`config.mk`:
```
export PLATFORM = sky130hd
export DESIGN_NAME = mole_spawner
export DESIGN_NICKNAME = d
export VERILOG_FILES = /design/src/rtl/whack_pkg.sv /design/src/rtl/mole_lfsr.sv /design/src/rtl/mole_spawner.sv
export SDC_FILE = /design/constraint.sdc
export NUM_CORES = 1
export LEC_CHECK = 0
export ABC_AREA = 1
export CAP_MARGIN = 25
export CORE_MARGIN = 2
export CORE_UTILIZATION = 50
export DETAILED_ROUTE_END_ITERATION = 12
export GPL_TIMING_DRIVEN = 0
export HOLD_SLACK_MARGIN = 0.08
export PLACE_DENSITY = 0.72
export SETUP_SLACK_MARGIN = 0.1
export SLEW_MARGIN = 20
export SYNTH_ARGS = -nofsm -noshare
export SYNTH_HDL_FRONTEND = slang
export SYNTH_SLANG_ARGS = --single-unit
```
`constraint.sdc`:
```
create_clock -name i_clk -period 4.1 [get_ports i_clk]
set_clock_uncertainty 0.05 [all_clocks]
set_input_delay 1.025 -clock i_clk [delete_from_list [all_inputs] [get_ports i_clk]]
set_output_delay 1.025 -clock i_clk [all_outputs]
set_load 0.01 [all_outputs]
```
`src/rtl/whack_pkg.sv`:
```
// Shared types and helpers for the whack-a-mole sequencer.
// Holds the FSM state encoding, board width, LFSR taps and the popcount helper.
package whack_pkg;

  localparam int N_MOLES = 5;

  // Fibonacci taps 16,14,13,11 -> bits 15,13,12,10
  localparam logic [15:0] LFSR_TAPS = 16'hB400;

  typedef enum logic [2:0] {
    S_IDLE,
    S_SPAWN,
    S_UP,
    S_CLEAR,
    S_GAP,
    S_DONE
  } state_t;

  function automatic logic [2:0] popcount5(input logic [4:0] v);
    popcount5 = {2'b00, v[0]} + {2'b00, v[1]} + {2'b00, v[2]}
              + {2'b00, v[3]} + {2'b00, v[4]};
  endfunction

endpackage

```
`src/rtl/mole_lfsr.sv`:
```
// Free-running 16-bit Fibonacci LFSR, advances every cycle, reloads SEED on reset.
// Output is the register itself (no combinational path); no backpressure.
module mole_lfsr
  import whack_pkg::*;
#(
  parameter logic [15:0] SEED = 16'hACE1
) (
  input  logic        i_clk,
  input  logic        i_rst,
  output logic [15:0] o_lfsr
);

  logic [15:0] r_lfsr;
  logic        w_fb;

  assign w_fb = ^(r_lfsr & LFSR_TAPS);

  always_ff @(posedge i_clk) begin
    if (i_rst) begin
      r_lfsr <= SEED;
    end else begin
      r_lfsr <= {r_lfsr[14:0], w_fb};
    end
  end

  assign o_lfsr = r_lfsr;

endmodule

```
`src/rtl/mole_spawner.sv`:
```
// Game sequencer driving the mole board register's load port; outputs are registered,
// so start at edge k shows SPAWN/load in cycle k+1. No backpressure: board_state is sampled every cycle.
module mole_spawner
  import whack_pkg::*;
#(
  parameter int          TICK_DIV   = 100000,
  parameter int          MOLE_TICKS = 8,
  parameter int          GAP_TICKS  = 2,
  parameter int          ROUNDS     = 30,
  parameter logic [15:0] LFSR_SEED  = 16'hACE1
) (
  input  logic               i_clk,
  input  logic               i_rst,
  input  logic               i_start,
  input  logic [N_MOLES-1:0] i_board_state,
  output logic               o_load,
  output logic [N_MOLES-1:0] o_loadval,
  output logic [7:0]         o_round_count,
  output logic [7:0]         o_miss_count,
  output logic               o_busy,
  output logic               o_game_over
);

  localparam int PW   = (TICK_DIV > 1) ? $clog2(TICK_DIV) : 1;
  localparam int MAXT = (MOLE_TICKS > GAP_TICKS) ? MOLE_TICKS : GAP_TICKS;
  localparam int TW   = $clog2(MAXT + 1);

  state_t              r_state;
  state_t              w_next;
  logic [PW-1:0]       r_presc;
  logic [TW-1:0]       r_tick_cnt;
  logic [7:0]          r_round;
  logic [7:0]          r_miss;
  logic                r_load;
  logic [N_MOLES-1:0]  r_loadval;
  logic                r_busy;
  logic                r_game_over;

  logic [15:0]         w_lfsr;
  logic                w_unused_lfsr;
  logic [N_MOLES-1:0]  w_slice;
  logic [N_MOLES-1:0]  w_pattern;
  logic                w_tick;
  logic                w_up_done;
  logic                w_gap_done;
  logic                w_enter;
  logic                w_begin;
  logic [8:0]          w_miss_sum;
  logic [7:0]          w_miss_sat;

  mole_lfsr #(
    .SEED (LFSR_SEED)
  ) u_lfsr (
    .i_clk  (i_clk),
    .i_rst  (i_rst),
    .o_lfsr (w_lfsr)
  );

  assign w_unused_lfsr = ^w_lfsr[15:N_MOLES];
  assign w_slice       = w_lfsr[N_MOLES-1:0];
  assign w_pattern     = (w_slice == '0) ? N_MOLES'(1) : w_slice;

  // Exit fires on the last cycle of the final tick so each phase lasts exactly TICKS*TICK_DIV cycles.
  assign w_tick     = (r_presc == PW'(TICK_DIV - 1));
  assign w_up_done  = w_tick && (r_tick_cnt == TW'(MOLE_TICKS - 1));
  assign w_gap_done = w_tick && (r_tick_cnt == TW'(GAP_TICKS - 1));

  assign w_begin = ((r_state == S_IDLE) || (r_state == S_DONE)) && i_start;
  assign w_enter = ((w_next == S_UP)  && (r_state != S_UP)) ||
                   ((w_next == S_GAP) && (r_state != S_GAP));

  assign w_miss_sum = {1'b0, r_miss} + {6'd0, popcount5(i_board_state)};
  assign w_miss_sat = w_miss_sum[8] ? 8'hFF : w_miss_sum[7:0];

  always_comb begin
    w_next = r_state;
    case (r_state)
      S_IDLE:  if (i_start) w_next = S_SPAWN;
      S_SPAWN: w_next = S_UP;
      S_UP:    if ((i_board_state == '0) || w_up_done) w_next = S_CLEAR;
      S_CLEAR: w_next = S_GAP;
      S_GAP: begin
        if (w_gap_done) begin
          w_next = (r_round == 8'(ROUNDS)) ? S_DONE : S_SPAWN;
        end
      end
      S_DONE:  if (i_start) w_next = S_SPAWN;
      default: w_next = S_IDLE;
    endcase
  end

  always_ff @(posedge i_clk) begin
    if (i_rst) begin
      r_state <= S_IDLE;
    end else begin
      r_state <= w_next;
    end
  end

  always_ff @(posedge i_clk) begin
    if (i_rst) begin
      r_presc    <= '0;
      r_tick_cnt <= '0;
    end else if (w_enter) begin
      r_presc    <= '0;
      r_tick_cnt <= '0;
    end else if ((r_state == S_UP) || (r_state == S_GAP)) begin
      if (w_tick) begin
        r_presc    <= '0;
        r_tick_cnt <= r_tick_cnt + TW'(1);
      end else begin
        r_presc    <= r_presc + PW'(1);
      end
    end
  end

  // Round count already reads 1 during the first SPAWN cycle.
  always_ff @(posedge i_clk) begin
    if (i_rst) begin
      r_round <= 8'd0;
      r_miss  <= 8'd0;
    end else if (w_begin) begin
      r_round <= 8'd1;
      r_miss  <= 8'd0;
    end else begin
      if ((r_state == S_GAP) && (w_next == S_SPAWN)) begin
        r_round <= r_round + 8'd1;
      end
      if (r_state == S_CLEAR) begin
        r_miss <= w_miss_sat;
      end
    end
  end

  always_ff @(posedge i_clk) begin
    if (i_rst) begin
      r_load      <= 1'b0;
      r_loadval   <= '0;
      r_busy      <= 1'b0;
      r_game_over <= 1'b0;
    end else begin
      r_load      <= (w_next == S_SPAWN) || (w_next == S_CLEAR);
      r_loadval   <= (w_next == S_SPAWN) ? w_pattern : '0;
      r_busy      <= (w_next == S_SPAWN) || (w_next == S_UP) ||
                     (w_next == S_CLEAR) || (w_next == S_GAP);
      r_game_over <= (w_next == S_DONE);
    end
  end

  assign o_load        = r_load;
  assign o_loadval     = r_loadval;
  assign o_round_count = r_round;
  assign o_miss_count  = r_miss;
  assign o_busy        = r_busy;
  assign o_game_over   = r_game_over;

endmodule
```
# Word-level counts from Yosys, hierarchy flattened
# Index checks and enable logic that the tools add are counted.
[classes]
n_addsub = 8
n_eq_ne = 16
muxes = 10
bitwise_logic = 1
reduce_logical = 25
[ops]
columns = ["op", "count"]
rows = [
  ["$add 17x1->17 const B", 1],
  ["$eq 17x17->1 const B", 1],
  ["$mux 17", 1],
  ["$reduce_xor 16->1", 1],
  ["$pmux 3 s5", 1],
  ["$eq 3x2->1 const B", 4],
  ["$eq 3x3->1 const B", 4],
  ["$mux 3", 4],
  ["$logic_not 5->1", 2],
  ["$add 8x3->9", 1],
  ["$add 8x1->8 const B", 1],
  ["$eq 8x5->1 const B", 1],
  ["$logic_or 1x1->1", 8],
  ["$mux 8", 1],
  ["$reduce_or 2->1", 4],
  ["$add 3x1->3", 2],
  ["$eq 3x1->1 const B", 2],
  ["$logic_and 1x1->1", 6],
  ["$add 4x1->4 const B", 1],
  ["$eq 4x1->1 const B", 1],
  ["$eq 4x3->1 const B", 1],
  ["$add 2x1->3", 1],
  ["$logic_not 3->1", 1],
  ["$mux 1", 3],
  ["7 further kinds", 7],
]
[word_totals]
register_bits = 64
in_bits = 8
output_inout_bits = 24
wordCells = 72

# Depth between registers and ports, before layout
[depth]
word_depth = 9
mapped_depth = 14
depth_no_buf = 14

# By module
# From an unflattened synthesis, not the netlist that was laid out.
[hier_totals]
cells_unflattened = 413
hier_area_um2 = 3151.8
[by_module_without_submodules]
columns = ["module", "instances", "cells_each", "area_each_um2", "seq_area_each_um2"]
rows = [
  ["mole_spawner", 1, 354, 2648.8, 960.9],
  ["mole_lfsr", 1, 59, 503.0, 320.3],
]

# Worst setup path before layout
# Ideal clock, no wire load.
[synth_timing]
path_kind = "in2reg"
from = "in i_board_state[0]"
to = "reg r_miss[4] (netlist: o_miss_count[4])"
setup_ns = 0.058
arrival_ns = 3.398
required_time_ns = 3.992
setup_slack_ns = 0.595
cell_stages = 14
n_path_buf = 0
cell_sequence = "fa_1 inv_1 fa_1 inv_1 ha_1 inv_1 fa_1 o21ai_0 nand4_1 nor2_1 nand2_1 nand2_1 o21ai_0 inv_1"
[synth_between]
elab_chain_cells = 6
[synth_lines]
columns = ["element", "line_no", "source"]
rows = [
  ["start, declared", "mole_spawner.sv:15", "input logic [N_MOLES-1:0] i_board_state,"],
  ["$add 1x1->2", "whack_pkg.sv:20", "popcount5 = {2'b00, v[0]} + {2'b00, v[1]} + {2'b00, v[2]}"],
  ["$add 2x1->3", "whack_pkg.sv:20", ""],
  ["$add 3x1->3 (2 in a row)", "whack_pkg.sv:21", "+ {2'b00, v[3]} + {2'b00, v[4]};"],
  ["$add 8x3->9", "mole_spawner.sv:72", "assign w_miss_sum = {1'b0, r_miss} + {6'd0, popcount5(i_board_state)};"],
  ["$mux 8", "mole_spawner.sv:73", "assign w_miss_sat = w_miss_sum[8] ? 8'hFF : w_miss_sum[7:0];"],
  ["end signal, assigned", "mole_spawner.sv:130", "r_miss <= w_miss_sat;"],
  ["end, declared", "mole_spawner.sv:33", "logic [7:0] r_miss;"],
]
# No other way between the ends.
# A chain may end at the register's enable or synchronous reset.

# Worst setup path after layout
# Same ends and word-level chain as after synthesis.

==> impl_metrics.ini <==
[global_route]
grt_usage_pct = 20.3
grt_max_degree = 14
overflow = 0
grt_pass1_wl_mm = 11.6
antenna_found_initial = 0
first_global_vias = 2773

[floorplan]
core_area_mm2 = 0.00624
dieArea_mm2 = 0.00702
die_h_um = 83.8
die_w_um = 83.8
io_pins = 32
row_count = 29
start_util_pct = 51.0

[yosys]
synth_edf_count = 0
yosysWarnings = 0
yosysMostFrequentCell = nand2_1
ys_ff_latch = 64
synth_commonest_cells = nand2_1, dfxtp_1, inv_1, nor2_1, a21oi_1
synth_cells = 426
synth_flop_cell = dfxtp_1
syn-num-nets = 447
synthTopCellsByArea = dfxtp_1, nand2_1, inv_1
syn_area_per_cell_um2 = 7.47
synth_area_mm2 = 0.00318
async_flop_share_pct = 0
yosysSeqAreaShare_pct = 40.2
synth_top_area_share_pct = 40.2
yosysTopAreaCell = dfxtp_1
synth_cell_types = 34

[finish]
fin_nets = 489
drive_gt1_share_pct = 12.5
fin_cells = 550
diodes = 0
area_delta_synth_final_pct = 20.1

[worst_setup_path]
rr_startpoint = o_miss_count[0]
reg2reg_depth = 13
crit_path_top_delay_cell = fa_1
crit_required_ps = 4350
arrival_ps = 3960
max_stage_delay_ps = 550
cpMostUsedCell = inv_1
end_kind = flop
crit_chain = clkdlybuf4s50_1 > fa_1 > inv_1 > fa_1 > inv_1 > ha_1 > inv_1 > fa_1 > o21ai_2 > nand4_1 > nor2_2 > nand2_1 > nand2_1 > o21ai_0 > inv_1
r2r_end = o_miss_count[4]
crit_buf_inv = 5
path_class = input pin to flop
cp_top_family = adder cells
path_max_fanout = 4
reg2reg_slack_ps = 1670
start_kind = input pin

[sta]
fin_crit_ps = 3720
hold_viol_final = 0
worst_hold_slack_ps = 357
tns_ps = 0
rsz0062_at_grt = false
fin_ws_ps = 381
max_slew.worst_pin.slew_ps = 533
finalSetupViolCount = 0
relSlewSlack_pct = 64.5
clock.fmax_ghz = 0.269
post-route-period-util_pct = 90.7
finalMaxSlewViolations = 0

[drt]
vias = 2789
drt_iter0_drc = 86
ant_nets = 0
vias_per_cell = 5.07
first_pass_iters = 4
route.detailed.drc = 0
wl_mm = 6.54
routedWlPerCell_um = 11.9

[power_and_ir_drop]
powerDensity_mw_per_mm2 = 376
ir_drop_mv = 0.354
finalPower_mw = 1.44
leakagePower_nw = 1.53

[cts]
path_clk_slew_ps = 80
clk_latency_ps = 350
ctsHtreeMaxLevel = 3
post_cts_buffers = 0
cts-root-buf = clkbuf_8
ctsLongestPathBuffers = 2
cts_buffers = 9
cts_tree = done
cts_sinks = 64

[placement]
place_congestion = 0.859
portBuffers = 31
placedCellCount = 534
pre_cts_ws_ps = -101
dp_hpwl_mm = 4.86

[hold_path]
holdPathStages = 2
hold_path_class = flop to flop
min_to = u_lfsr.o_lfsr[12]
hp-start = u_lfsr.o_lfsr[11]

[outcome]
status = complete, no violations

[flow_run]
drv_cap = 0
==> flip-flops by register name, indices dropped and copies added, names as in the netlist <==
register,flops
r_presc,17
u_lfsr.o_lfsr,16
o_miss_count,8
o_round_count,8
o_loadval,5
r_tick_cnt,4
r_state,3
o_busy,1
o_game_over,1
o_load,1
==> layout by cell type, fill, tap and decap left out, types with 10 or more instances in the layout <==
cell	netlist	final
nand2_1	80	80
dfxtp_1	64	64
inv_1	60	60
nor2_1	47	46
clkdlybuf4s50_1	0	31
a21oi_1	26	26
nand3_1	20	20
nand4_1	18	18
nor2_2	11	12
nor3_1	12	12
xor2_1	10	10
ha_1	10	10
==> area by class of cell <==
type                            instances  area (um2)
Fill cell                             580        2420
Multi-Input combinational cell        289        1630
Sequential cell                        64        1280
Timing Repair Buffer                   31         310
Inverter                               67         251
Clock buffer                            9         124
Clock inverter                          7         103
Tap cell                               77        96.3
Buffer                                  6        27.5
==> power by group <==
part / internal (mW) / leakage, nW / switching, mW
Sequential: 0.645 / 0.522 / 0.0157
Combinational: 0.0638 / 0.897 / 0.101
Clock: 0.348 / 0.110 / 0.265
==> through the flow <==
stage	area (um2)	utilization, %
after floorplan	3180	-
after global placement	3590	57.5
after detailed placement	3590	57.5
after CTS	3820	61.2
after global routing	3820	61.3
final	3820	61.3
==> logic make-up after synthesis <==
group / Yosys count / share of synthesized area (%)
flip-flops: 64 / 40.2
adder cells (fa/ha/maj): 13 / 5.82
AND/OR/NAND/NOR: 220 / 34.1
AO/OA/AOI/OAI: 41 / 6.92
XOR/XNOR: 15 / 4.13
buffers and inverters: 73 / 8.76
==> worst max-delay path by stage <==
stage	from	end	slack, ps	depth (start not counted)
5_1_grt	i_board_state[0]	o_miss_count[4]	140	15
3_3_place_gp	i_board_state[0]	o_miss_count[4]	-110	15
4_1_cts	i_board_state[0]	o_miss_count[4]	260	15
2_1_floorplan	i_board_state[0]	o_miss_count[4]	590	14
6_report	i_board_state[0]	o_miss_count[4]	380	15
3_5_place_dp	i_board_state[0]	o_miss_count[4]	-100	15
==> what timing repair did <==
item | in CTS | in global routing
endpoints found under the setup margin | 0 | 6
hold endpoints to repair | 0 | 0
hold buffers | 0 | 0
resized for setup | 0 | 3
==> metal layers <==
layer	part of all wire (%)	vias up	GRT usage (%)
met5	0	-	0
met4	2.4	0	10.3
met1	46	1277	24.5
met3	3.1	14	3.86
li1	-	1452	-
met2	49	46	34.5
==> worst min-delay path, stage by stage (launching register included) <==
cell and delay (ps):
dfxtp_1 300, inv_1 40, nor2_1 30
(Power assumes the default switching activity.)
